--- src/rtl/axis_pkg.sv ---
// -----------------------------------------------------------------------------
// axis_pkg -- shared definitions for the AXI4-Stream FIFO.
//   beat_t      : one stored beat (all payload fields) at the default widths
//   ptr_width() : pointer width for a given depth (address bits + wrap bit)
//   beat_width(): flattened record width for arbitrary field widths
// -----------------------------------------------------------------------------
package axis_pkg;

  localparam int AXIS_DATA_WIDTH = 32;
  localparam int AXIS_ID_WIDTH   = 4;
  localparam int AXIS_DEST_WIDTH = 4;
  localparam int AXIS_USER_WIDTH = 16;

  typedef struct packed {
    logic [AXIS_DATA_WIDTH-1:0]   tdata;
    logic [AXIS_DATA_WIDTH/8-1:0] tstrb;
    logic [AXIS_DATA_WIDTH/8-1:0] tkeep;
    logic [AXIS_ID_WIDTH-1:0]     tid;
    logic [AXIS_DEST_WIDTH-1:0]   tdest;
    logic [AXIS_USER_WIDTH-1:0]   tuser;
    logic                         tlast;
  } beat_t;

  // One extra bit above the address distinguishes full from empty.
  function automatic int ptr_width(input int depth);
    return $clog2(depth) + 1;
  endfunction

  function automatic int beat_width(input int dw, input int iw, input int destw, input int uw);
    return dw + 2 * (dw / 8) + iw + destw + uw + 1;
  endfunction

endpackage

--- src/rtl/axis_if.sv ---
// -----------------------------------------------------------------------------
// axis -- AXI4-Stream interface bundle.
//   master modport: drives tvalid and payload, samples tready
//   slave  modport: samples tvalid and payload, drives tready
// -----------------------------------------------------------------------------
interface axis #(
  parameter int DATA_WIDTH = 32,
  parameter int ID_WIDTH   = 4,
  parameter int DEST_WIDTH = 4,
  parameter int USER_WIDTH = 16
);
  logic                    tvalid;
  logic                    tready;
  logic [DATA_WIDTH-1:0]   tdata;
  logic [DATA_WIDTH/8-1:0] tstrb;
  logic [DATA_WIDTH/8-1:0] tkeep;
  logic [ID_WIDTH-1:0]     tid;
  logic [DEST_WIDTH-1:0]   tdest;
  logic [USER_WIDTH-1:0]   tuser;
  logic                    tlast;

  modport master (output tvalid, tdata, tstrb, tkeep, tid, tdest, tuser, tlast, input tready);
  modport slave  (input tvalid, tdata, tstrb, tkeep, tid, tdest, tuser, tlast, output tready);
endinterface

--- src/rtl/axis_fifo_mem.sv ---
// -----------------------------------------------------------------------------
// axis_fifo_mem -- simple dual-port RAM, synchronous write, registered read.
//   clk, rst_n   : clock, async active-low reset (output register only)
//   we/waddr/wdata : write port
//   raddr/rdata  : read port, rdata valid one edge after raddr
// A write to the address being read is forwarded into rdata (write-first),
// which lets a beat written into an empty FIFO appear one cycle later.
// -----------------------------------------------------------------------------
module axis_fifo_mem #(
  parameter int WIDTH      = 8,
  parameter int DEPTH      = 16,
  parameter int ADDR_WIDTH = 4
) (
  input  logic                  clk,
  input  logic                  rst_n,
  input  logic                  we,
  input  logic [ADDR_WIDTH-1:0] waddr,
  input  logic [WIDTH-1:0]      wdata,
  input  logic [ADDR_WIDTH-1:0] raddr,
  output logic [WIDTH-1:0]      rdata
);
  logic [WIDTH-1:0] mem [DEPTH];

  always_ff @(posedge clk) begin
    if (we) mem[waddr] <= wdata;
  end

  always_ff @(posedge clk or negedge rst_n) begin
    if (!rst_n)                     rdata <= '0;
    else if (we && waddr == raddr)  rdata <= wdata;
    else                            rdata <= mem[raddr];
  end
endmodule

--- src/rtl/axis_fifo.sv ---
// -----------------------------------------------------------------------------
// axis_fifo -- synchronous AXI4-Stream FIFO, first-word-fall-through.
//   aclk, aresetn : clock, asynchronous active-low reset
//   s_axis        : upstream stream (slave)
//   m_axis        : downstream stream (master)
//   count         : current occupancy, 0..DEPTH
// Optional macro AXIS_FIFO_PACKET_MODE_EN: store-and-forward; m_axis.tvalid is
// held low until at least one complete packet (tlast) is stored.
// -----------------------------------------------------------------------------
module axis_fifo
  import axis_pkg::*;
#(
  parameter int DATA_WIDTH = 32,
  parameter int ID_WIDTH   = 4,
  parameter int DEST_WIDTH = 4,
  parameter int USER_WIDTH = 16,
  parameter int DEPTH      = 16
) (
  input  logic                   aclk,
  input  logic                   aresetn,
  axis.slave                     s_axis,
  axis.master                    m_axis,
  output logic [$clog2(DEPTH):0] count
);
  localparam int AW    = $clog2(DEPTH);
  localparam int PW    = ptr_width(DEPTH);
  localparam int REC_W = beat_width(DATA_WIDTH, ID_WIDTH, DEST_WIDTH, USER_WIDTH);

  typedef struct packed {
    logic [DATA_WIDTH-1:0]   tdata;
    logic [DATA_WIDTH/8-1:0] tstrb;
    logic [DATA_WIDTH/8-1:0] tkeep;
    logic [ID_WIDTH-1:0]     tid;
    logic [DEST_WIDTH-1:0]   tdest;
    logic [USER_WIDTH-1:0]   tuser;
    logic                    tlast;
  } rec_t;

  logic [PW-1:0]    wr_ptr_reg, wr_ptr_next;
  logic [PW-1:0]    rd_ptr_reg, rd_ptr_next;
  logic [PW-1:0]    count_reg, count_next;
  logic             ready_reg;
  logic             push, pop, empty, full_next, out_valid;
  rec_t             wr_rec, rd_rec;
  logic [REC_W-1:0] wr_word, rd_word;

  assign push  = s_axis.tvalid && ready_reg;
  assign pop   = out_valid && m_axis.tready;
  assign empty = (wr_ptr_reg == rd_ptr_reg);

  always_comb begin
    wr_ptr_next = wr_ptr_reg + PW'(push);
    rd_ptr_next = rd_ptr_reg + PW'(pop);
    count_next  = count_reg + PW'(push) - PW'(pop);
    // tready is registered from the post-update pointers, so a pop while
    // full only reopens the input on the following cycle.
    full_next   = (wr_ptr_next[PW-1] != rd_ptr_next[PW-1]) &&
                  (wr_ptr_next[AW-1:0] == rd_ptr_next[AW-1:0]);
  end

  always_ff @(posedge aclk or negedge aresetn) begin
    if (!aresetn) begin
      wr_ptr_reg <= '0;
      rd_ptr_reg <= '0;
      count_reg  <= '0;
      ready_reg  <= 1'b0;
    end else begin
      wr_ptr_reg <= wr_ptr_next;
      rd_ptr_reg <= rd_ptr_next;
      count_reg  <= count_next;
      ready_reg  <= !full_next;
    end
  end

`ifdef AXIS_FIFO_PACKET_MODE_EN
  logic [PW-1:0] pkt_count_reg, pkt_count_next;
  logic          full;

  assign full = (wr_ptr_reg[PW-1] != rd_ptr_reg[PW-1]) &&
                (wr_ptr_reg[AW-1:0] == rd_ptr_reg[AW-1:0]);

  always_comb begin
    pkt_count_next = pkt_count_reg + PW'(push && s_axis.tlast) - PW'(pop && rd_rec.tlast);
  end

  always_ff @(posedge aclk or negedge aresetn) begin
    if (!aresetn) pkt_count_reg <= '0;
    else          pkt_count_reg <= pkt_count_next;
  end

  assign out_valid = !empty && (pkt_count_reg != '0);

  // Full with no complete packet stored can never drain: packet too long.
  packet_fits_depth: assert property (@(posedge aclk) disable iff (!aresetn)
                                      !(full && pkt_count_reg == '0));
`else
  assign out_valid = !empty;
`endif

  assign wr_rec.tdata = s_axis.tdata;
  assign wr_rec.tstrb = s_axis.tstrb;
  assign wr_rec.tkeep = s_axis.tkeep;
  assign wr_rec.tid   = s_axis.tid;
  assign wr_rec.tdest = s_axis.tdest;
  assign wr_rec.tuser = s_axis.tuser;
  assign wr_rec.tlast = s_axis.tlast;
  assign wr_word      = wr_rec;
  assign rd_rec       = rd_word;

  // Read address runs one step ahead so the output register always holds
  // the head entry after each edge.
  axis_fifo_mem #(
    .WIDTH      (REC_W),
    .DEPTH      (DEPTH),
    .ADDR_WIDTH (AW)
  ) u_mem (
    .clk   (aclk),
    .rst_n (aresetn),
    .we    (push),
    .waddr (wr_ptr_reg[AW-1:0]),
    .wdata (wr_word),
    .raddr (rd_ptr_next[AW-1:0]),
    .rdata (rd_word)
  );

  assign s_axis.tready = ready_reg;
  assign m_axis.tvalid = out_valid;
  assign m_axis.tdata  = rd_rec.tdata;
  assign m_axis.tstrb  = rd_rec.tstrb;
  assign m_axis.tkeep  = rd_rec.tkeep;
  assign m_axis.tid    = rd_rec.tid;
  assign m_axis.tdest  = rd_rec.tdest;
  assign m_axis.tuser  = rd_rec.tuser;
  assign m_axis.tlast  = rd_rec.tlast;
  assign count         = count_reg;
endmodule

--- src/flat_wrapper.sv ---
// flat-port wrapper written by rule: the top's interface ports become plain ports
module axis_fifo_flat import axis_pkg::*;
#(
  parameter int DATA_WIDTH = 32,
  parameter int ID_WIDTH   = 4,
  parameter int DEST_WIDTH = 4,
  parameter int USER_WIDTH = 16,
  parameter int DEPTH      = 16
)
  (aclk, aresetn, count, s_axis_tvalid, s_axis_tdata, s_axis_tstrb, s_axis_tkeep, s_axis_tid, s_axis_tdest, s_axis_tuser, s_axis_tlast, s_axis_tready, m_axis_tvalid, m_axis_tdata, m_axis_tstrb, m_axis_tkeep, m_axis_tid, m_axis_tdest, m_axis_tuser, m_axis_tlast, m_axis_tready);
  axis #(.DATA_WIDTH(DATA_WIDTH), .ID_WIDTH(ID_WIDTH), .DEST_WIDTH(DEST_WIDTH), .USER_WIDTH(USER_WIDTH)) s_axis_i ();
  axis #(.DATA_WIDTH(DATA_WIDTH), .ID_WIDTH(ID_WIDTH), .DEST_WIDTH(DEST_WIDTH), .USER_WIDTH(USER_WIDTH)) m_axis_i ();
  input  logic aclk;
  input  logic aresetn;
  output logic [$clog2(DEPTH):0] count;
  input wire logic [$bits(s_axis_i.tvalid)-1:0] s_axis_tvalid;
  input wire logic [$bits(s_axis_i.tdata)-1:0] s_axis_tdata;
  input wire logic [$bits(s_axis_i.tstrb)-1:0] s_axis_tstrb;
  input wire logic [$bits(s_axis_i.tkeep)-1:0] s_axis_tkeep;
  input wire logic [$bits(s_axis_i.tid)-1:0] s_axis_tid;
  input wire logic [$bits(s_axis_i.tdest)-1:0] s_axis_tdest;
  input wire logic [$bits(s_axis_i.tuser)-1:0] s_axis_tuser;
  input wire logic [$bits(s_axis_i.tlast)-1:0] s_axis_tlast;
  output wire logic [$bits(s_axis_i.tready)-1:0] s_axis_tready;
  output wire logic [$bits(m_axis_i.tvalid)-1:0] m_axis_tvalid;
  output wire logic [$bits(m_axis_i.tdata)-1:0] m_axis_tdata;
  output wire logic [$bits(m_axis_i.tstrb)-1:0] m_axis_tstrb;
  output wire logic [$bits(m_axis_i.tkeep)-1:0] m_axis_tkeep;
  output wire logic [$bits(m_axis_i.tid)-1:0] m_axis_tid;
  output wire logic [$bits(m_axis_i.tdest)-1:0] m_axis_tdest;
  output wire logic [$bits(m_axis_i.tuser)-1:0] m_axis_tuser;
  output wire logic [$bits(m_axis_i.tlast)-1:0] m_axis_tlast;
  input wire logic [$bits(m_axis_i.tready)-1:0] m_axis_tready;
  assign s_axis_i.tvalid = s_axis_tvalid;
  assign s_axis_i.tdata = s_axis_tdata;
  assign s_axis_i.tstrb = s_axis_tstrb;
  assign s_axis_i.tkeep = s_axis_tkeep;
  assign s_axis_i.tid = s_axis_tid;
  assign s_axis_i.tdest = s_axis_tdest;
  assign s_axis_i.tuser = s_axis_tuser;
  assign s_axis_i.tlast = s_axis_tlast;
  assign s_axis_tready = s_axis_i.tready;
  assign m_axis_tvalid = m_axis_i.tvalid;
  assign m_axis_tdata = m_axis_i.tdata;
  assign m_axis_tstrb = m_axis_i.tstrb;
  assign m_axis_tkeep = m_axis_i.tkeep;
  assign m_axis_tid = m_axis_i.tid;
  assign m_axis_tdest = m_axis_i.tdest;
  assign m_axis_tuser = m_axis_i.tuser;
  assign m_axis_tlast = m_axis_i.tlast;
  assign m_axis_i.tready = m_axis_tready;
  axis_fifo #(.DATA_WIDTH(DATA_WIDTH), .ID_WIDTH(ID_WIDTH), .DEST_WIDTH(DEST_WIDTH), .USER_WIDTH(USER_WIDTH), .DEPTH(DEPTH)) u_core (.aclk(aclk), .aresetn(aresetn), .s_axis(s_axis_i), .m_axis(m_axis_i), .count(count));
endmodule
--- config.mk ---
export PLATFORM = sky130hd
export DESIGN_NAME = axis_fifo_flat
export DESIGN_NICKNAME = d
export VERILOG_FILES = /design/src/rtl/axis_pkg.sv /design/src/rtl/axis_if.sv /design/src/rtl/axis_fifo_mem.sv /design/src/rtl/axis_fifo.sv /design/src/flat_wrapper.sv
export SDC_FILE = /design/constraint.sdc
export NUM_CORES = 1
export LEC_CHECK = 0
export CAP_MARGIN = 10
export CORE_MARGIN = 8
export CORE_UTILIZATION = 63
export DETAILED_ROUTE_END_ITERATION = 12
export PLACE_DENSITY = 0.88
export SYNTH_ARGS = -nofsm -noshare
export SYNTH_HDL_FRONTEND = slang
export SYNTH_HIERARCHICAL = 1
export SYNTH_SLANG_ARGS = --single-unit
--- constraint.sdc ---
create_clock -name aclk -period 11.09 [get_ports aclk]
set_input_delay 1.109 -clock aclk [delete_from_list [all_inputs] [get_ports aclk]]
set_output_delay 1.109 -clock aclk [all_outputs]
set_load 0.02 [all_outputs]
# == Yosys cells after proc, flatten, opt, wreduce, memory -nomap -nowiden ==
# Memory sizes are Yosys's and may differ from the RTL's. A register that Yosys moved wholly into a read port is not among the register bits.
# Cells that the tools add are included.
# W data, S select, Z words.
# totals
word_cells,20
regBits,16
mem_count,1
ramBits,1040
# op_classes
n_reduce_logical,6
add_sub_neg,4
n_eq_ne,3
n_mux,2
# mem_list
memory,words,width,rd,rd_clocked_by_memory_dff,wr,line_no,text
u_core.u_mem.mem,16,65,1,1,1,axis_fifo_mem.sv:22,logic [WIDTH-1:0] mem [DEPTH];
# ops
op,n
$add A5 B1 Y5,3
$eq A5 B5 Y1,1
$sub A5 B1 Y5,1
$eq A4 B4 Y1,1
$logic_and A1 B1 Y1,3
$logic_not A1 Y1,3
$mux W1,2
$ne A1 B1 Y1,1

# == Logic depth before layout (Yosys ltp) ==
# logic_depth
depth_word,7
ltp_mapped,14
ltp_nobuf,13

# == Cells and area by module ==
# The synthesis kept the hierarchy.
# by_module_without_submodules
mod,cells_each,seq_area_each_um2,area_each_um2,n_inst
axis_fifo_mem,1751,32856.5,41394.7,1
axis_fifo,71,400.4,840.8,1

# == Worst setup path before layout ==
# Ideal clock, no wire load.
# synth_timing
kind,input-to-reg
startpoint,input port s_axis_tvalid
endpoint,memory u_core/u_mem/mem[0][0] in the netlist's numbering (enable)
setup_time_ps,568
required_time_ps,10522
stages,3
arrival_ps,6244
slack_ps,4278
path_cell_list,and2_1 > or3b_2 > nor3_1
# synth_between
elab_chain_len,3
# synth_rtl
element,line_no,text
from (decl),flat_wrapper.sv:16,input wire logic [$bits(s_axis_i.tvalid)-1:0] s_axis_tvalid;
$logic_and A1 B1 Y1,axis_fifo.sv:47,assign push = s_axis.tvalid && ready_reg;
$mux W1,axis_fifo_mem.sv:25,if (we) mem[waddr] <= wdata;
$mux W1 (implied by the code),axis_fifo_mem.sv:25,
to (decl),axis_fifo_mem.sv:22,
# No other way between the ends.

# == Final worst setup path ==
# layout_timing
startpoint,register u_core.wr_ptr_reg[1]
endpoint,register u_core.u_mem.rdata[30] (read register of u_core.u_mem.mem)
# layout_between
elab_chain_len,4
# layout_rtl
element,line_no,text
from (decl),axis_fifo.sv:39,"logic [PW-1:0] wr_ptr_reg, wr_ptr_next;"
from (signal assigned),axis_fifo.sv:68,wr_ptr_reg <= wr_ptr_next;
$eq A5 B5 Y1,axis_fifo.sv:49,assign empty = (wr_ptr_reg == rd_ptr_reg);
$logic_not A1 Y1,axis_fifo.sv:97,assign out_valid = !empty;
$logic_and A1 B1 Y1,axis_fifo.sv:48,assign pop = out_valid && m_axis.tready;
$add A5 B1 Y5,axis_fifo.sv:53,rd_ptr_next = rd_ptr_reg + PW'(pop);
via u_core.rd_ptr_next[0],axis_fifo.sv:40,"logic [PW-1:0] rd_ptr_reg, rd_ptr_next;"
to (decl),axis_fifo_mem.sv:20,output logic [WIDTH-1:0] rdata
# The timed path passes the listed nets, and every way through them passes these cells.

==> flow_summary.json <==
{
  "routed_via_density": 7.28,
  "final_max_slew_viol_count": 0,
  "cts.path.max_buffers": 3,
  "cts_resized": 0,
  "netlist_area_um2": 42200,
  "drtIter0Drc": 3329,
  "path_cells": "xor2_1 > nor3_1 > nand3_1 > and2_1 > ha_4 > buf_4 > buf_4 > mux4_2 > a22oi_1 > nand2_1 > mux2_2",
  "cellPowerDensity_nw_per_um2": 304,
  "p_leak_nw": 15.5,
  "cp_common_cell": "buf_4",
  "syn_inst": 1822,
  "start_kind": "register",
  "grt_max_degree": 142,
  "ys_types": 29,
  "arrival_ps": 6130,
  "synth_top_flop_cell": "edfxtp_1",
  "gp_congestion": 0.764,
  "drcViolationCount": 0,
  "fillers": 3382,
  "ys_ff_latch": 1121,
  "synth_nets": 1901,
  "grt_pass1_vias": 22500,
  "antenna_found_initial": 3,
  "largest_registers": "u_core/u_mem/mem x1040, u_core/u_mem/rdata x65",
  "place_ws_ps": 5020,
  "drive_gt1_share_pct": 25.9,
  "ant_nets": 0,
  "r2r_cells": 11,
  "h-tree-depth": 3,
  "dp.cells": 2773,
  "finalHoldViolCount": 0,
  "core_um2": 66800,
  "endpoint_kind": "register",
  "top_register": "u_core/u_mem/mem",
  "fin_util_pct": 71.9,
  "min_period_over_period_pct": 50.5,
  "ir_drop_mv": 0.387,
  "cpMaxStageDelayCell": "buf_4",
  "dr_total_vias": 21600,
  "cts_setup_buffers": 0,
  "fin_worst_skew_ps": 28.0,
  "track_usage_pct": 29.6,
  "chipWidth_um": 275,
  "cts_buffers": 102,
  "setup_ws_ps": 5480,
  "rows": 95,
  "dieHeight_um": 275,
  "tns_ps": 0,
  "cap_violations": 0,
  "layout_commonest_cell": "edfxtp_1",
  "worstMarginPinSlew_ps": 1230,
  "cts_sinks": 1121,
  "path_clk_slew_ps": 70,
  "dr.pass1.iters": 5,
  "io_pins": 141,
  "cts_root_buf": "clkbuf_16",
  "fmax_ghz": 0.178,
  "holdBufCountCts": 0,
  "grt_pass1_wl_um": 158000,
  "status": "finished, final reports clean",
  "clock_latency_ps": 670,
  "finalSetupViolations": 0,
  "async_flop_share_pct": 7.23,
  "place_area_um2": 44600,
  "rsz0062_at_grt": "false",
  "crit_required_ps": 11610,
  "fin_nets": 2085,
  "grt_overflow": 0,
  "layoutNonFillerInstCount": 2969,
  "layout_common_cells": "edfxtp_1 (1040), mux4_2 (261), clkdlybuf4s50_1 (139), a22oi_1 (128), clkbuf_16 (104)",
  "finalPower_mw": 14.6,
  "max_slew_margin_pct": 17.7,
  "drt_wl_total_um": 111000,
  "synthToLayoutAreaGrowth_pct": 13.7,
  "path_max_fanout": 55,
  "tritoncts": "done",
  "critical_path.max_stage_delay_ps": 1000,
  "min_period_ps": 5610,
  "port_buffers": 140,
  "hold_path_class": "input pin to async pin",
  "syn_area_per_cell_um2": 23.2,
  "synth_seq_area_share_pct": 78.7,
  "hpwl_um": 49200,
  "die-area_um2": 75600,
  "hold_slack_ps": 517,
  "finalInstanceArea_um2": 48000,
  "synth_edf_count": 1040,
  "yosys_warnings": 6,
  "start_util_pct": 63.2,
  "worstSetupPathType": "register to register",
  "drt-wirelength-per-cell_um": 37.5,
  "largest_reg_flops": 1040
}
## power by group
part / switching, mW / internal (mW) / total, mW
logic: 3.06 / 2.46 / 5.52
registers: 0.249 / 5.24 / 5.48
clock network: 1.57 / 2.01 / 3.57
total: 4.88 / 9.70 / 14.6
## cell families (layout without fill, tap and decap cells)
group	Yosys count	in the layout	synth area share, %
AOI/OAI and AO/OA	132	132	2.33
buffers and inverters	105	377	1.37
muxes	326	326	15.7
other	0	2	0
DFF	1121	1121	78.7
xor gates and xnor gates	23	23	0.513
adders and majority gates	10	10	0.314
and+or+nand+nor	105	105	1.07
## routing by layer
| metal | track usage (%) | wire (um) |
|---|---|---|
| met2 | 49.6 | 56200 |
| met5 | 0 | 13 |
| met3 | 5.80 | 13900 |
| met1 | 38.0 | 36300 |
| met4 | 12.9 | 4780 |
## Yosys cell counts (9+ instances only)
| cell type | count | area (um^2) |
|---|---|---|
| buf_4 | 12 | 90.1 |
| clkbuf_1 | 48 | 180 |
| mux2_2 | 65 | 732 |
| nand2_1 | 67 | 251 |
| dfrtp_1 | 81 | 2030 |
| xor2_1 | 13 | 114 |
| buf_6 | 17 | 191 |
| buf_2 | 11 | 55.1 |
| inv_1 | 10 | 37.5 |
| nor2_1 | 14 | 52.6 |
| edfxtp_1 | 1040 | 31200 |
| ha_1 | 9 | 113 |
| mux4_2 | 261 | 5880 |
| a22oi_1 | 128 | 961 |
## final timing paths
check / end / slack, ps / from
worst max-delay path: u_core/u_mem/rdata[30] / 5480 / u_core/wr_ptr_reg[1]
worst min-delay path: u_core/u_mem/rdata[11] / 520 / aresetn
worst max register to register: u_core/u_mem/rdata[30] / 5480 / u_core/wr_ptr_reg[1]
worst min register to register: u_core/count[0] / 520 / u_core/count[0]
max in group asynchronous: u_core/u_mem/rdata[43] / 9220 / aresetn
min in group aclk: u_core/count[0] / 520 / u_core/count[0]
## area by class of cell
type                            count  area (um^2)  area share [%]
Antenna cell                        2         5.00          0.0104
Clock buffer                      138         2830            5.89
Clock inverter                     54          523            1.09
Inverter                           10         37.5          0.0782
Multi-Input combinational cell    596         8570            17.8
Sequential cell                  1121        33300            69.3
Tap cell                          873         1090            2.27
Timing Repair Buffer              175         1710            3.55
## worst max-delay path: cells and delay by family, from the launching register on
kind,cells,cell delay [ps]
multiplexers,2,910
buffers and inverters,2,1880
AND/OR/NAND/NOR,4,610
AO/OA/AOI/OAI,1,260
XOR/XNOR,1,150
flip-flops,1,680
adder cells (fa/ha/maj),1,890
Power figures use the tool's default switching activity.
